File: src/rtl/formula_sqrt_tb_pkg.sv
// rtl/formula_sqrt_tb_pkg.sv - shared widths, latency and FSM state type
package formula_sqrt_tb_pkg;

  localparam int OPND_W    = 32;
  localparam int ROOT_W    = 16;
  localparam int ISQRT_LAT = 16;

  typedef enum logic {
    IDLE = 1'b0,
    BUSY = 1'b1
  } state_t;

endpackage

File: src/rtl/formula_sqrt_tb_isqrt_seq.sv
// rtl/formula_sqrt_tb_isqrt_seq.sv - restoring bit-serial integer square root
// clk, rst_n : clock, asynchronous active-low reset
// x_vld, x   : start strobe and 32-bit radicand
// y_vld, y   : done strobe (16 cycles after x_vld) and 16-bit floor root
module isqrt_seq
  import formula_sqrt_tb_pkg::*;
(
  input  logic              clk,
  input  logic              rst_n,
  input  logic              x_vld,
  input  logic [OPND_W-1:0] x,
  output logic              y_vld,
  output logic [ROOT_W-1:0] y
);

  localparam int CNT_W = $clog2(ISQRT_LAT);

  logic [OPND_W-1:0] xs_q, xs_d;
  logic [ROOT_W+1:0] rem_q, rem_d;
  logic [ROOT_W-1:0] root_q, root_d;
  logic [CNT_W-1:0]  cnt_q, cnt_d;
  logic              busy_q, busy_d;
  logic              y_vld_q, y_vld_d;

  logic [OPND_W-1:0] src_xs;
  logic [ROOT_W+1:0] src_rem;
  logic [ROOT_W-1:0] src_root;
  logic [ROOT_W+3:0] rem_t;
  logic [ROOT_W+3:0] trial;

  always_comb begin
    // The start cycle already performs the first step on the raw input,
    // so 16 steps finish in time for done 16 cycles after start.
    src_xs   = x_vld ? x  : xs_q;
    src_rem  = x_vld ? '0 : rem_q;
    src_root = x_vld ? '0 : root_q;
    rem_t    = {src_rem, src_xs[OPND_W-1 -: 2]};
    trial    = {2'b00, src_root, 2'b01};

    xs_d    = xs_q;
    rem_d   = rem_q;
    root_d  = root_q;
    cnt_d   = cnt_q;
    busy_d  = busy_q;
    y_vld_d = 1'b0;

    if (x_vld || busy_q) begin
      xs_d = {src_xs[OPND_W-3:0], 2'b00};
      if (rem_t >= trial) begin
        // Remainder stays below 2^17, so the low-bit difference is exact.
        rem_d  = rem_t[ROOT_W+1:0] - trial[ROOT_W+1:0];
        root_d = {src_root[ROOT_W-2:0], 1'b1};
      end else begin
        rem_d  = rem_t[ROOT_W+1:0];
        root_d = {src_root[ROOT_W-2:0], 1'b0};
      end
      if (x_vld) begin
        busy_d = 1'b1;
        cnt_d  = CNT_W'(1);
      end else if (cnt_q == CNT_W'(ISQRT_LAT - 1)) begin
        busy_d  = 1'b0;
        y_vld_d = 1'b1;
        cnt_d   = '0;
      end else begin
        cnt_d = cnt_q + 1'b1;
      end
    end
  end

  always_ff @(posedge clk or negedge rst_n) begin
    if (!rst_n) begin
      xs_q    <= '0;
      rem_q   <= '0;
      root_q  <= '0;
      cnt_q   <= '0;
      busy_q  <= 1'b0;
      y_vld_q <= 1'b0;
    end else begin
      xs_q    <= xs_d;
      rem_q   <= rem_d;
      root_q  <= root_d;
      cnt_q   <= cnt_d;
      busy_q  <= busy_d;
      y_vld_q <= y_vld_d;
    end
  end

  assign y_vld = y_vld_q;
  assign y     = root_q;

endmodule

File: config.mk
export PLATFORM = sky130hd
export DESIGN_NAME = isqrt_seq
export DESIGN_NICKNAME = d
export VERILOG_FILES = /design/src/rtl/formula_sqrt_tb_pkg.sv /design/src/rtl/formula_sqrt_tb_isqrt_seq.sv
export SDC_FILE = /design/constraint.sdc
export NUM_CORES = 1
export LEC_CHECK = 0
export ABC_AREA = 1
export ABC_CLOCK_PERIOD_IN_PS = 2300
export BUFFER_PORTS_ARGS = -buffer_cell sky130_fd_sc_hd__buf_2
export CORE_UTILIZATION = 52
export DETAILED_ROUTE_END_ITERATION = 7
export PLACE_DENSITY = 0.73
export SYNTH_ARGS = -nofsm -noshare
export SYNTH_HDL_FRONTEND = slang
export SYNTH_SLANG_ARGS = --single-unit
File: constraint.sdc
create_clock -name clk -period 2.3 [get_ports clk]
set_input_delay 0.115 -clock clk [delete_from_list [all_inputs] [get_ports clk]]
set_output_delay 0.115 -clock clk [all_outputs]
set_load 0.02 [all_outputs]
# Word-level counts from Yosys, hierarchy flattened
# Index checks and enable logic that the tools add are counted.
# op_classes
addsub,2
n_mux,12
order_cmp,1
eq_ne,1
reduce_logical,3
# op_table
op,n
18-bit 2-to-1 mux,2
32-bit 2-to-1 mux,1
20-bit by 18-bit >= comparator with 1-bit output,1
18-bit subtractor,1
16-bit 2-to-1 mux,1
4-bit 2-to-1 mux,2
1-bit 2-to-1 mux,6
4-bit by 1-bit adder with 4-bit output (second input constant),1
4-bit == test (second input constant),1
2-bit AND reduction,1
2-bit nonzero test,1
1-bit logical OR,1
# totals
wordCells,25
output_inout_bits,17
input_bits,35
regBits,70

# Logic depth before layout (Yosys ltp)
# logic_depth
depth_word,4
depth_mapped,16
mapped_depth_nobuf,16

# Worst setup path after synthesis
# Ideal clock, no wire load.
# synth_path
path_type,input to register
start,input x_vld
end,register rem_q[17]
t_required_ns,2.182
cell_stages,13
arrival_time_ns,2.268
setup_time_ns,0.118
setup_slack_ns,-0.086
path_cell_list,buf_4 -> clkbuf_1 -> clkbuf_1 -> nor2_1 -> ha_1 -> nand4_1 -> nor3_1 -> nand4_1 -> nand4_4 -> buf_6 -> nand3_1 -> nand3_1 -> nand2_1
# synth_between
elab_chain_len,3
elab_cells_between_ends,7
cone_classes,add/sub: 1; order compare: 1; mux: 4; reduce/logical: 1
# synth_rtl
element,line,rtl
from (decl),formula_sqrt_tb_isqrt_seq.sv:10,"input logic x_vld,"
"32-bit 2-to-1 mux, or another cell as far along",formula_sqrt_tb_isqrt_seq.sv:34,src_xs = x_vld ? x : xs_q;
18-bit subtractor / 20-bit by 18-bit >= comparator with 1-bit output (equally long branches),"formula_sqrt_tb_isqrt_seq.sv:51, formula_sqrt_tb_isqrt_seq.sv:49",
18-bit 2-to-1 mux,formula_sqrt_tb_isqrt_seq.sv:49,if (rem_t >= trial) begin
to (signal assigned),formula_sqrt_tb_isqrt_seq.sv:80,rem_q <= rem_d;
to (decl),formula_sqrt_tb_isqrt_seq.sv:19,"logic [ROOT_W+1:0] rem_q, rem_d;"
# Parallel ways exist; a longest one is shown, timed or not.
# A chain may end at the register's enable or synchronous reset.

# Worst setup path after layout
# layout_path
start,register rem_q[9]
end,register rem_q[17]
# layout_between
elab_chain_len,3
elab_cells_between_ends,4
cone_classes,add/sub: 1; order compare: 1; mux: 2
# layout_rtl
element,line,rtl
18-bit 2-to-1 mux (*),formula_sqrt_tb_isqrt_seq.sv:35,src_rem = x_vld ? '0 : rem_q;
18-bit subtractor / 20-bit by 18-bit >= comparator with 1-bit output (equally long branches),"formula_sqrt_tb_isqrt_seq.sv:51, formula_sqrt_tb_isqrt_seq.sv:49",
18-bit 2-to-1 mux (*),formula_sqrt_tb_isqrt_seq.sv:49,
# Mark *: on every way between the ends. The rest lies on a longest branch, timed or not.

==> metrics.txt <==
status completed; number of cell rows 32; Ports 52; Avg Cell Area, Syn ~7.6 um^2; final worst-path cycle share 0.9481; multi-input logic area 0.002152 mm^2; total CTS buffers 9; Layout Skew slightly above 0.01 ns; flip-flop and latch area 0.001752 mm^2; Worst Path Arrival between 2 and 2.5 ns; EDFF count, synth 0; WP data required about 2.6 ns; Leak between 2 and 3 nW; Seq/Total Area, Yosys 0.4255; synthesized instance count about 540; final RePlAce weighted congestion 0.9343; crit-path max FO 3; H-tree levels 3; Core ar. slightly below 0.008 mm^2; worst rel slew slack 0.6296; Setup crit end kind register; Async SR Flop Fraction 1.000; initial antenna violation count 0; violation count after the first detailed-routing iteration around 270; Least-Margin Pin Slew 0.5556 ns; WL final ~12000 um; R2R Path End rem_q[17]; drt pass-1 iters 5; CP Launch Type register; hpwl dp just over 8000 um; clock latency on the worst-skew pair between 0.3 and 0.4 ns; root buffer cell clkbuf_8; Netlist cell types 36; Post-Synthesis Cell Area approximately 0.0041 mm^2; CTS tree built; syn nets slightly below 600; R2R depth 14; Max IR drop VDD about 640 uV; Final ANT Viol Nets 0; Period minus WS final approximately 2.2 ns; max-cap viol count 0; final hold vios 0; Min Hold Slack 0.004506 ns; worst hold stages 3; first-pass GRT wire length between 20000 and 25000 um; flop-to-flop setup slack between 0.1 and 0.15 ns; Max Fclk approximately 0.46 GHz; Yosys warning count 0; final net count 710; wire length per cell ~16 um; clock-pin slew on the worst setup and hold paths approximately 0.08 ns; Layout fillers 648; worst min path class in -> reg; pin count of the biggest net entering global routing 50; dominant synthesized flop cell dfrtp_1; Die H 90.98 um; vias in the first global route 4160; Syn-to-layout area delta 31.16%; Max clock buf depth 2; fin. max-slew vios 0; final setup fails 0; fraction of layout cells with a size suffix above 1 0.2179; grt total ovfl 0; Vias between 4000 and 5000; most frequent cells in the layout 167 x nand2_1, 70 x dfrtp_1, 58 x inv_1; total track usage 0.3171; DRC 0; Hold EP xs_q[31]; Port Buffers 51; commonest non-fill, non-tap cell in the layout nand2_1; CTS sink cnt 70; reg2reg start rem_q[9]; Starting Density 0.5355; pwr/cell area 1085 mW/mm^2; Seq cells post-synth 70; hold_sp x[29]; die area roughly 0.0083 mm^2; CP Class reg -> reg; die width slightly above 90 um; final core occ 0.7023; Antenna diodes 0; vias per cell 5.465; RSZ-0062 raised after global routing yes
## how the worst max path moves through the flow
stage	startpoint	to	cells past startpoint
final	rem_q[9]	rem_q[17]	14
after global routing	rem_q[13]	rem_q[12]	11
after detailed placement	x_vld	rem_q[10]	13
after CTS	rem_q[12]	rem_q[7]	11
after global placement	x_vld	rem_q[16]	13
after floorplan	x_vld	rem_q[17]	13
## metrics by stage
| step | area, um^2 | setup TNS [ns] | total power (W) | instances | setup WS, ns |
|---|---|---|---|---|---|
| 2_1_floorplan | 4119 | 0 | 0.003462 | 542 | 0.1125 |
| 3_3_place_gp | 4791 | -0.1094 | 0.004354 | 720 | -0.01885 |
| 3_5_place_dp | 4791 | -0.1721 | 0.004403 | 720 | -0.03649 |
| 4_1_cts | 5283 | 0 | 0.005604 | 762 | 0.04500 |
| 5_1_grt | 5399 | -0.5182 | 0.006308 | 763 | -0.05116 |
| 6_report | 5399 | 0 | 0.005857 | 763 | 0.1193 |
## repair_timing
item | CTS | global route
buffers inserted | 0 | 2
hold endpoints to repair | 45 | 0
hold buffers | 26 | 0
endpoints found under the setup margin | 0 | 19
resized for setup | 0 | 34
## layout make-up
class	count	share of cell area
clock inverters	6	0.01738
well taps	102	0.02364
multi-input cells	393	0.3986
clock buffers	10	0.02549
repair buffers	122	0.1678
flip-flops and latches	70	0.3244
inverters	60	0.04264
## state kept, by name, summed over array words and instances (netlist names)
signal	cells
cnt_q	4
y	16
xs_q	30
y_vld	1
rem_q	18
busy_q	1
## power breakdown
group | internal, W | switching, W | total [W]
registers | 0.00148 | 0.000134 | 0.00162
clock network | 0.000648 | 0.000525 | 0.00117
logic | 0.00128 | 0.00178 | 0.00307
## critical path, cell delays in order, from the launching register on
cell,delay (ns)
dfrtp_1,0.39
inv_1,0.08
nor2_2,0.05
ha_1,0.34
buf_4,0.14
nand2_1,0.07
inv_1,0.08
nand3_1,0.16
nor2_1,0.23
nand4_1,0.19
nand3_1,0.13
nand2_1,0.06
nand3_1,0.06
nand3_1,0.07
nand2_1,0.10
## synth_stat cells, types with 4 or more instances
cell / count / share of area
a22oi_1: 5 / 0.0091
nand3_1: 31 / 0.038
buf_1: 4 / 0.0036
inv_1: 58 / 0.053
o221ai_1: 17 / 0.036
nor3_1: 5 / 0.0061
o21ai_0: 32 / 0.039
nor2_1: 44 / 0.040
xor2_1: 10 / 0.021
dfrtp_1: 70 / 0.43
nand4_1: 8 / 0.012
clkbuf_1: 12 / 0.011
a21oi_1: 21 / 0.026
ha_1: 19 / 0.058
nand2_1: 169 / 0.15
## routing by layer
metal | track usage | routed length (um)
met1 | 0.4231 | 5350
met2 | 0.5227 | 5550
met3 | 0.04858 | 675
met4 | 0.1177 | 302
met5 | 0 | 0
## cell families (layout without fill, tap and decap cells)
kind of cell | count (synthesis) | count (layout) | share of synthesized area
AOI/OAI and AO/OA | 93 | 93 | 0.1416
xor gates and xnor gates | 13 | 13 | 0.02766
adders and majority gates | 19 | 19 | 0.05775
buffers and inverters | 79 | 198 | 0.07507
DFF | 70 | 70 | 0.4255
and+or+nand+nor | 268 | 268 | 0.2723
Note: power is estimated with default switching activity, not from simulation.
